===== config.mk =====
export PLATFORM = sky130hd
export DESIGN_NAME = ram_stream_reader_flat
export DESIGN_NICKNAME = d
export VERILOG_FILES = /design/src/rtl/ram_stream_reader_pkg.sv /design/src/rtl/ram_stream_reader_if.sv /design/src/rtl/ram_stream_reader_skid_fifo.sv /design/src/rtl/ram_stream_reader.sv /design/src/flat_wrapper.sv
export SDC_FILE = /design/constraint.sdc
export NUM_CORES = 1
export LEC_CHECK = 0
export BUFFER_PORTS_ARGS = -buffer_cell sky130_fd_sc_hd__buf_2
export CORE_AREA = 2 2 79 81
export CTS_BUF_LIST = sky130_fd_sc_hd__clkbuf_4 sky130_fd_sc_hd__clkbuf_8
export CTS_CLUSTER_DIAMETER = 150
export DETAILED_ROUTE_END_ITERATION = 10
export DIE_AREA = 0 0 81 83
export PLACE_DENSITY = 0.75
export SETUP_SLACK_MARGIN = 0.5
export SYNTH_ARGS = -nofsm -noshare
export SYNTH_HDL_FRONTEND = slang
export SYNTH_SLANG_ARGS = --single-unit

===== constraint.sdc =====
create_clock -name clk -period 3.6 [get_ports clk]
set_clock_uncertainty 0.05 [all_clocks]
set_input_delay 0 -clock clk [delete_from_list [all_inputs] [get_ports clk]]
set_output_delay 0 -clock clk [all_outputs]
set_load 0.02 [all_outputs]

===== src/rtl/ram_stream_reader_pkg.sv =====
// Shared types and constants for the RAM stream reader: FSM states, skid FIFO
// sizing and the read-credit rule.
package ram_reader_pkg;

    typedef enum logic [1:0] {
        IDLE  = 2'd0,
        READ  = 2'd1,
        DRAIN = 2'd2
    } ram_reader_state_t;

    localparam int SKID_DEPTH = 2;
    localparam int SKID_CNT_W = $clog2(SKID_DEPTH + 1);

    typedef logic [SKID_CNT_W-1:0] skid_count_t;

    localparam skid_count_t             SKID_CNT_ONE  = skid_count_t'(1);
    localparam skid_count_t             SKID_CNT_FULL = skid_count_t'(SKID_DEPTH);
    localparam logic [SKID_CNT_W:0]     SKID_LIMIT    = (SKID_CNT_W + 1)'(SKID_DEPTH);

    // A read may go out only if its word is guaranteed a FIFO slot on return.
    function automatic logic read_credit(input skid_count_t fifo_count,
                                         input logic        inflight,
                                         input logic        popping);
        logic [SKID_CNT_W:0] outstanding;
        outstanding = {1'b0, fifo_count} + {{SKID_CNT_W{1'b0}}, inflight};
        return (outstanding < SKID_LIMIT) || popping;
    endfunction

endpackage


===== src/rtl/ram_stream_reader_if.sv =====
// AXI4-Stream bundle produced by the RAM stream reader.
interface ram_stream_reader_if #(
    parameter int DATA_WIDTH = 8
) ();
    logic [DATA_WIDTH-1:0] m_axis_tdata;
    logic                  m_axis_tvalid;
    logic                  m_axis_tready;
    logic                  m_axis_tlast;

    modport master (
        output m_axis_tdata,
        output m_axis_tvalid,
        output m_axis_tlast,
        input  m_axis_tready
    );

    modport slave (
        input  m_axis_tdata,
        input  m_axis_tvalid,
        input  m_axis_tlast,
        output m_axis_tready
    );
endinterface


===== src/rtl/ram_stream_reader_skid_fifo.sv =====
// Two-entry FIFO holding {last, data} words returned by the RAM until the
// stream consumer takes them.
module stream_skid_fifo
    import ram_reader_pkg::*;
#(
    parameter int WIDTH = 9
) (
    input  logic             clk,
    input  logic             rst_n,
    input  logic             push,
    input  logic [WIDTH-1:0] push_data,
    input  logic             pop,
    output logic [WIDTH-1:0] head,
    output skid_count_t      count,
    output logic             full,
    output logic             empty
);

    localparam int                PTR_W   = $clog2(SKID_DEPTH);
    localparam logic [PTR_W-1:0]  PTR_ONE = PTR_W'(1);

    logic [WIDTH-1:0] mem_r [SKID_DEPTH];
    logic [PTR_W-1:0] wr_ptr_r;
    logic [PTR_W-1:0] rd_ptr_r;
    skid_count_t      count_r;
    logic             push_ok_s;
    logic             pop_ok_s;

    // Qualify requests so an empty pop or a full push without pop is dropped.
    always_comb begin
        pop_ok_s  = pop && (count_r != '0);
        push_ok_s = push && ((count_r != SKID_CNT_FULL) || pop_ok_s);
    end

    // Storage and write pointer.
    always_ff @(posedge clk or negedge rst_n) begin
        if (!rst_n) begin
            for (int i = 0; i < SKID_DEPTH; i++) begin
                mem_r[i] <= '0;
            end
            wr_ptr_r <= '0;
        end else if (push_ok_s) begin
            mem_r[wr_ptr_r] <= push_data;
            wr_ptr_r        <= wr_ptr_r + PTR_ONE;
        end
    end

    // Read pointer and occupancy; simultaneous push and pop leaves count unchanged.
    always_ff @(posedge clk or negedge rst_n) begin
        if (!rst_n) begin
            rd_ptr_r <= '0;
            count_r  <= '0;
        end else begin
            if (pop_ok_s) begin
                rd_ptr_r <= rd_ptr_r + PTR_ONE;
            end
            case ({push_ok_s, pop_ok_s})
                2'b10:   count_r <= count_r + SKID_CNT_ONE;
                2'b01:   count_r <= count_r - SKID_CNT_ONE;
                default: count_r <= count_r;
            endcase
        end
    end

    assign head  = mem_r[rd_ptr_r];
    assign count = count_r;
    assign full  = (count_r == SKID_CNT_FULL);
    assign empty = (count_r == '0);

endmodule


===== src/rtl/ram_stream_reader.sv =====
// Reads a block of consecutive RAM words (1-cycle read latency) and streams
// them out as AXI4-Stream with tlast on the final word.
module ram_stream_reader
    import ram_reader_pkg::*;
#(
    parameter int DATA_WIDTH = 8,
    parameter int ADDR_WIDTH = 8
) (
    input  logic                  clk,
    input  logic                  rst_n,
    input  logic                  start,
    input  logic [ADDR_WIDTH-1:0] start_addr,
    input  logic [ADDR_WIDTH:0]   length,
    output logic                  busy,
    output logic                  done,
    output logic                  ram_rd_en,
    output logic [ADDR_WIDTH-1:0] ram_rd_addr,
    input  logic [DATA_WIDTH-1:0] ram_rd_data,
    input  logic                  ram_rd_data_valid,
    ram_stream_reader_if.master   axis
);

    localparam logic [ADDR_WIDTH-1:0] ADDR_ONE = ADDR_WIDTH'(1);
    localparam logic [ADDR_WIDTH:0]   LEN_ONE  = (ADDR_WIDTH + 1)'(1);

    ram_reader_state_t     state_r;
    logic [ADDR_WIDTH-1:0] addr_r;
    logic [ADDR_WIDTH:0]   remaining_r;
    logic                  busy_r;
    logic                  done_r;
    logic                  inflight_r;
    logic                  inflight_last_r;

    logic                  issue_s;
    logic                  push_s;
    logic                  pop_s;
    logic                  last_tag_s;
    logic [DATA_WIDTH:0]   fifo_head_s;
    skid_count_t           fifo_count_s;
    logic                  fifo_full_s;
    logic                  fifo_empty_s;

    // Handshake, return acceptance and read-issue decisions for this cycle.
    always_comb begin
        pop_s      = !fifo_empty_s && axis.m_axis_tready;
        push_s     = ram_rd_data_valid && inflight_r && (!fifo_full_s || pop_s);
        last_tag_s = (remaining_r == LEN_ONE);
        if (state_r == READ) begin
            issue_s = read_credit(fifo_count_s, inflight_r, pop_s);
        end else begin
            issue_s = 1'b0;
        end
    end

    // Transfer FSM with address/remaining counters and registered busy/done.
    always_ff @(posedge clk or negedge rst_n) begin
        if (!rst_n) begin
            state_r     <= IDLE;
            addr_r      <= '0;
            remaining_r <= '0;
            busy_r      <= 1'b0;
            done_r      <= 1'b0;
        end else begin
            done_r <= 1'b0;
            case (state_r)
                IDLE: begin
                    if (start) begin
                        if (length != '0) begin
                            addr_r      <= start_addr;
                            remaining_r <= length;
                            busy_r      <= 1'b1;
                            state_r     <= READ;
                        end else begin
                            done_r <= 1'b1;
                        end
                    end
                end
                READ: begin
                    if (issue_s) begin
                        addr_r      <= addr_r + ADDR_ONE;
                        remaining_r <= remaining_r - LEN_ONE;
                        if (last_tag_s) begin
                            state_r <= DRAIN;
                        end
                    end
                end
                DRAIN: begin
                    // The transfer ends only when the consumer takes the tlast word.
                    if (pop_s && fifo_head_s[DATA_WIDTH]) begin
                        state_r <= IDLE;
                        busy_r  <= 1'b0;
                        done_r  <= 1'b1;
                    end
                end
                default: begin
                    state_r <= IDLE;
                    busy_r  <= 1'b0;
                end
            endcase
        end
    end

    // Outstanding-read bit and the last tag that travels with it; a return
    // with no read outstanding (stale after reset) is never pushed.
    always_ff @(posedge clk or negedge rst_n) begin
        if (!rst_n) begin
            inflight_r      <= 1'b0;
            inflight_last_r <= 1'b0;
        end else if (issue_s) begin
            inflight_r      <= 1'b1;
            inflight_last_r <= last_tag_s;
        end else if (push_s) begin
            inflight_r      <= 1'b0;
        end
    end

    stream_skid_fifo #(
        .WIDTH (DATA_WIDTH + 1)
    ) u_skid_fifo (
        .clk       (clk),
        .rst_n     (rst_n),
        .push      (push_s),
        .push_data ({inflight_last_r, ram_rd_data}),
        .pop       (pop_s),
        .head      (fifo_head_s),
        .count     (fifo_count_s),
        .full      (fifo_full_s),
        .empty     (fifo_empty_s)
    );

    assign busy               = busy_r;
    assign done               = done_r;
    assign ram_rd_en          = issue_s;
    assign ram_rd_addr        = addr_r;
    assign axis.m_axis_tvalid = !fifo_empty_s;
    assign axis.m_axis_tdata  = fifo_head_s[DATA_WIDTH-1:0];
    assign axis.m_axis_tlast  = fifo_head_s[DATA_WIDTH] && !fifo_empty_s;

endmodule


===== src/flat_wrapper.sv =====
// flat-port wrapper written by rule: the top's interface ports become plain ports
module ram_stream_reader_flat import ram_reader_pkg::*;
#(
    parameter int DATA_WIDTH = 8,
    parameter int ADDR_WIDTH = 8
)
  (clk, rst_n, start, start_addr, length, busy, done, ram_rd_en, ram_rd_addr, ram_rd_data, ram_rd_data_valid, axis_m_axis_tdata, axis_m_axis_tvalid, axis_m_axis_tlast, axis_m_axis_tready);
  ram_stream_reader_if #(.DATA_WIDTH(DATA_WIDTH)) axis_i ();
  input  logic clk;
  input  logic rst_n;
  input  logic start;
  input  logic [ADDR_WIDTH-1:0] start_addr;
  input  logic [ADDR_WIDTH:0] length;
  output logic busy;
  output logic done;
  output logic ram_rd_en;
  output logic [ADDR_WIDTH-1:0] ram_rd_addr;
  input  logic [DATA_WIDTH-1:0] ram_rd_data;
  input  logic ram_rd_data_valid;
  output wire logic [$bits(axis_i.m_axis_tdata)-1:0] axis_m_axis_tdata;
  output wire logic [$bits(axis_i.m_axis_tvalid)-1:0] axis_m_axis_tvalid;
  output wire logic [$bits(axis_i.m_axis_tlast)-1:0] axis_m_axis_tlast;
  input wire logic [$bits(axis_i.m_axis_tready)-1:0] axis_m_axis_tready;
  assign axis_m_axis_tdata = axis_i.m_axis_tdata;
  assign axis_m_axis_tvalid = axis_i.m_axis_tvalid;
  assign axis_m_axis_tlast = axis_i.m_axis_tlast;
  assign axis_i.m_axis_tready = axis_m_axis_tready;
  ram_stream_reader #(.DATA_WIDTH(DATA_WIDTH), .ADDR_WIDTH(ADDR_WIDTH)) u_core (.clk(clk), .rst_n(rst_n), .start(start), .start_addr(start_addr), .length(length), .busy(busy), .done(done), .ram_rd_en(ram_rd_en), .ram_rd_addr(ram_rd_addr), .ram_rd_data(ram_rd_data), .ram_rd_data_valid(ram_rd_data_valid), .axis(axis_i));
endmodule

# Word-level counts from Yosys, hierarchy flattened
# Index checks and enable logic that the tools add are counted.
# totals
reg_bits,45
latch_bits,0
ram_bits,0
rom_bits,0
in_bits,30
output_inout_bits,21
memories,0
# op_classes
add_sub_neg,7
n_mul,0
n_div,0
magnitude_cmp,4
n_eq_ne,12
shifts,0
n_mux,32
n_bitwise,3
n_reduce_logical,23
# ops
op,count
$mux 9,7
$mux 8,3
$bwmux 18,1
$pmux 9 s2,1
$pmux 8 s2,1
$mux 2,5
$demux 9 s1,1
$eq 9x1->1 const B,1
$mux 1,9
$reduce_bool 9->1,1
$sub 9x1->9 const B,1
$add 8x1->8 const B,1
$logic_and 1x1->1,8
$reduce_and 4->1,2
$reduce_bool 2->1,4
$eq 2x2->1 const B,3
$ne 2x1->1 const B,3
$ne 2x2->1 const B,3
$pmux 2 s3,1
$reduce_and 5->1,1
$eq 2x1->1 const B,2
$ge 2x2->1 const B,2
$logic_not 2->1,2
$not 1->2,2
12 further kinds,16

# Logic depth before layout (Yosys ltp)
# logic_depth
depth_word,8
ltp_mapped,7

# Modules after synthesis
# A second synthesis with hierarchy kept.
# unflattened
hier_cells,236
area_unflattened_um2,2443.6
# modules_own_cells
mod,n_inst,cells_each,area_each_um2,seq_area_each_um2
ram_stream_reader,1,163,1435.1,575.6
stream_skid_fifo,1,73,1008.5,550.5

# Least setup slack after synthesis
# OpenSTA, ideal clock, no wires.
# synth_timing
kind,flip-flop to flip-flop
start,register u_core.remaining_r[3]
end,register u_core.state_r[1]
arrival_ns,1.505
setup_slack_ns,1.981
stages_incl_launch_ff,5
path_buffers,0
synth_period_minus_slack_ns,1.619
path_cell_list,dfrtp_1 or3_4 or4_4 nor4_4 or2_1
# synth_between
elab_chain_cells,3
# synth_lines
element,line_no,text
start: declaration,ram_stream_reader.sv:28,logic [ADDR_WIDTH:0] remaining_r;
start signal: assignment,ram_stream_reader.sv:70,remaining_r <= length;
start signal: assignment,ram_stream_reader.sv:81,remaining_r <= remaining_r - LEN_ONE;
$eq 9x1->1,ram_stream_reader.sv:47,last_tag_s = (remaining_r == LEN_ONE);
$ne 2x1->1 (no line),--,
$reduce_and 5->1 (no line),--,
end signal: assignment,ram_stream_reader.sv:58,state_r <= IDLE;
end signal: assignment,ram_stream_reader.sv:72,state_r <= READ;
end signal: assignment,ram_stream_reader.sv:83,state_r <= DRAIN;
end: declaration,ram_stream_reader.sv:26,ram_reader_state_t state_r;
# Every way passes these cells.
# A chain may end at the register's enable or synchronous reset.

# Worst setup path in the final report
# layout_timing
start,register u_core.state_r[1]
end,register u_core.remaining_r[1]
# layout_between
elab_chain_cells,4
# layout_lines
element,line_no,text
$eq 2x1->1,"ram_stream_reader.sv:48, ram_stream_reader.sv:65",
$mux 1,ram_stream_reader.sv:48,if (state_r == READ) begin
$ne 2x2->1 (no line),--,
$reduce_and 4->1 (no line),--,
# Several ways; a longest one is shown, not always the timed one.

==> impl_metrics.ini <==
[power_and_ir_drop]
p_int_mw = 1.448
pwr-share-seq = 0.386
clock_power_share = 0.157
power_frac_comb = 0.457
leakagePower_nw = 1.335
p_sw_mw = 1.002
powerDensity_nw_per_um2 = 799.1
peakVddDrop_mv = 0.3574
p_sw_frac = 0.4090

[sta]
rsz0062_at_grt = no
finalMaxSlewViolations = 0
setup_viol = 0
slew_headroom = 0.3408
fmax_mhz = 478.1
fin_crit_sh = 0.5811
hold_viol = 0
holdWs_ns = 0.01197
tightest_slew_ns = 0.9888
period_needed_ns = 2.092
fin_setup_tns_ns = 0

[cells_and_area]
design_area_um2 = 3067
layout.cells.non_filler = 374
layout-drive-gt1-share = 0.3177
n_antenna_cell = 0
final_common_cell = buf_2
final_cell_mix = buf_2 (50), dfrtp_1 (45), mux2_2 (25), dlygate4sd3_1 (25), nand2_1 (17)
nFillCells = 533
nets = 332
area_growth_pct = 27.39
fin_util = 0.5273

[yosys]
syn-cell-area_um2 = 2407
synth_warnings = 0
synth_nets = 260
ys_ff_latch = 45
syn-instance-count = 226
synth-main-ff-cell = dfrtp_1
yosysSeqAreaShare = 0.4678
avgSynthCellArea_um2 = 10.65
async_flop_share = 1.000
synth_enable_flop_cells = 0
ys_types = 44

[status]
status = completed

[worst_setup_path]
start_kind = flip-flop
cp_max_fo = 11
critPathTopFamily = compound AO/OA/AOI/OAI gates
path_class = reg -> reg
required_ns = 3.70
worst_path_max_delay_cell = nor2_1
arrival_ns = 2.19
cp_num_buf_inv = 0
endpoint_kind = flip-flop
path_cells = o21bai_1, a31o_2, nor2_1, o21ai_0
max_stage_delay_ns = 0.66

[die]
fp.dieH_um = 83
io_pins = 51
die-area_um2 = 6723
core_um2 = 5816
initial_core_util = 0.4139
die_width_um = 81
num_rows = 28

[clocking]
cts_hold_buffers = 25
cts_resized = 0
clkTransAtPathRegs_ns = 0.09
clockRootBuffer = clkbuf_8
post-cts-setup-buffers = 0
clock_latency_ns = 0.30
cts_inserted_buffers = 5
numClockSinks = 45
cts_tree = yes
htree_num_levels = 2
clockBufferDepth = 2

[drt]
wl_per_cell_um = 15.09
drc = 0
drt-total-wl_um = 5644
antenna_left = 0
initialDrtViolationCount = 87
num_vias = 2082
vias_per_cell = 5.567
firstDrtPassIters = 4

[global_route]
grt_overflow = 0
grt_pass1_wl_um = 9114
antenna_found_initial = 0
grt_max_degree = 46
grt_pass1_vias = 2015
track_usage = 0.1719

[flow_run]
drv_cap = 0

[place]
port_buffers = 50
placed_area_um2 = 2701
place.gp.congestion = 0.8111
hpwlAfterDp_um = 3804
placed_cells = 341

[hold_path]
min_path_type = in -> reg
==> cell usage after synthesis (2+ instances only) <==
cell type  number  area [µm²]
inv_1           8       30.03
a31oi_1        10       62.56
nor2_1         10       37.54
o21ai_0        12       60.06
o211ai_1        3       22.52
nand4_1         4       25.02
o32ai_1         3       26.28
nor3_1          6       30.03
dfrtp_1        45        1126
nor2_2          2       12.51
o2bb2ai_1       5       43.79
nor4_4          2       42.54
o22ai_1         3       18.77
mux2_2         25       281.5
nand2b_1        3       18.77
a21oi_1        14       70.07
nand3_1         8       40.04
buf_2           7       35.03
a21o_1          2       15.01
ha_1            4       50.05
clkbuf_1        3       11.26
o31ai_1         3       22.52
xnor2_1         5       43.79
nor2b_1         2       12.51
nand2_1        17       63.81
and2_1          2       12.51
==> area by class of cell <==
cell class	instances	area (µm²)	share of cell area
timing repair buffer	76	508.0	0.1656
inverter	8	30.03	0.009792
sequential	45	1126	0.3672
multi-input combinational	162	1194	0.3892
clock inverter	3	46.29	0.01510
clock buffer	5	68.82	0.02244
tap	75	93.84	0.03060
==> cells by family (layout without fill, tap and decap cells) <==
logic type,Yosys count,count (layout),synth area share
mux,27,27,0.1258
compound gates,63,63,0.1824
xor+xnor,5,5,0.01819
simple gates,63,63,0.1487
flops,45,45,0.4678
fa+ha+maj,4,4,0.02079
buf+inv,19,92,0.03638
==> final timing paths <==
path | slack (ns) | depth (start not counted) | to | startpoint
max | 1.51 | 4 | u_core.remaining_r[1]$_DFFE_PN0P_ | u_core.state_r[1]$_DFFE_PN0P_
min | 0.01 | 3 | u_core.remaining_r[5]$_DFFE_PN0P_ | length[5]
max reg2reg | 1.51 | 4 | u_core.remaining_r[1]$_DFFE_PN0P_ | u_core.state_r[1]$_DFFE_PN0P_
min reg2reg | 0.46 | 1 | u_core.u_skid_fifo.mem_r[1]$_DFFE_PN0P_ | u_core.u_skid_fifo.mem_r[1]$_DFFE_PN0P_
max in group asynchronous | 2.54 | 2 | u_core.u_skid_fifo.mem_r[7]$_DFFE_PN0P_ | rst_n
min in group asynchronous | 0.35 | 2 | u_core.u_skid_fifo.mem_r[2]$_DFFE_PN0P_ | rst_n
==> tightest hold or removal path, delay by kind of cell <==
kind                   cells  cell delay (ns)
AOI/OAI and AO/OA          2             0.21
buffers and inverters      1             0.11
==> registers in the layout (all words and copies together) (netlist names) <==
signal	count
u_core.u_skid_fifo.mem_r	18
u_core.state_r	2
u_core.inflight_r	1
u_core.busy	1
u_core.inflight_last_r	1
u_core.u_skid_fifo.wr_ptr_r	1
u_core.u_skid_fifo.rd_ptr_r	1
u_core.remaining_r	9
u_core.u_skid_fifo.count	2
u_core.done	1
u_core.ram_rd_addr	8
==> power groups by stage <==
stage	combinational [mW]	sequential, mW	clock [mW]
2_1_floorplan	0.817	0.926	0
3_3_place_gp	1.08	0.938	0
3_5_place_dp	1.10	0.951	0
4_1_cts	1.12	0.946	0.396
5_1_grt	1.24	0.978	0.420
6_report	1.12	0.947	0.384
==> stage by stage <==
step	setup WS [ns]	power (mW)
after floorplan	1.981	1.743
after global placement	1.681	2.013
after detailed placement	1.555	2.052
after CTS	1.537	2.466
after global routing	1.361	2.634
final	1.508	2.451
==> layer usage <==
layer	vias to the layer above	GRT usage	share of wire
li1	984	-	-
met1	1011	0.2068	0.43
met2	76	0.2945	0.49
met3	11	0.04130	0.068
met4	0	0.06009	0.015
met5	-	0	0
(Power assumes the default switching activity.)
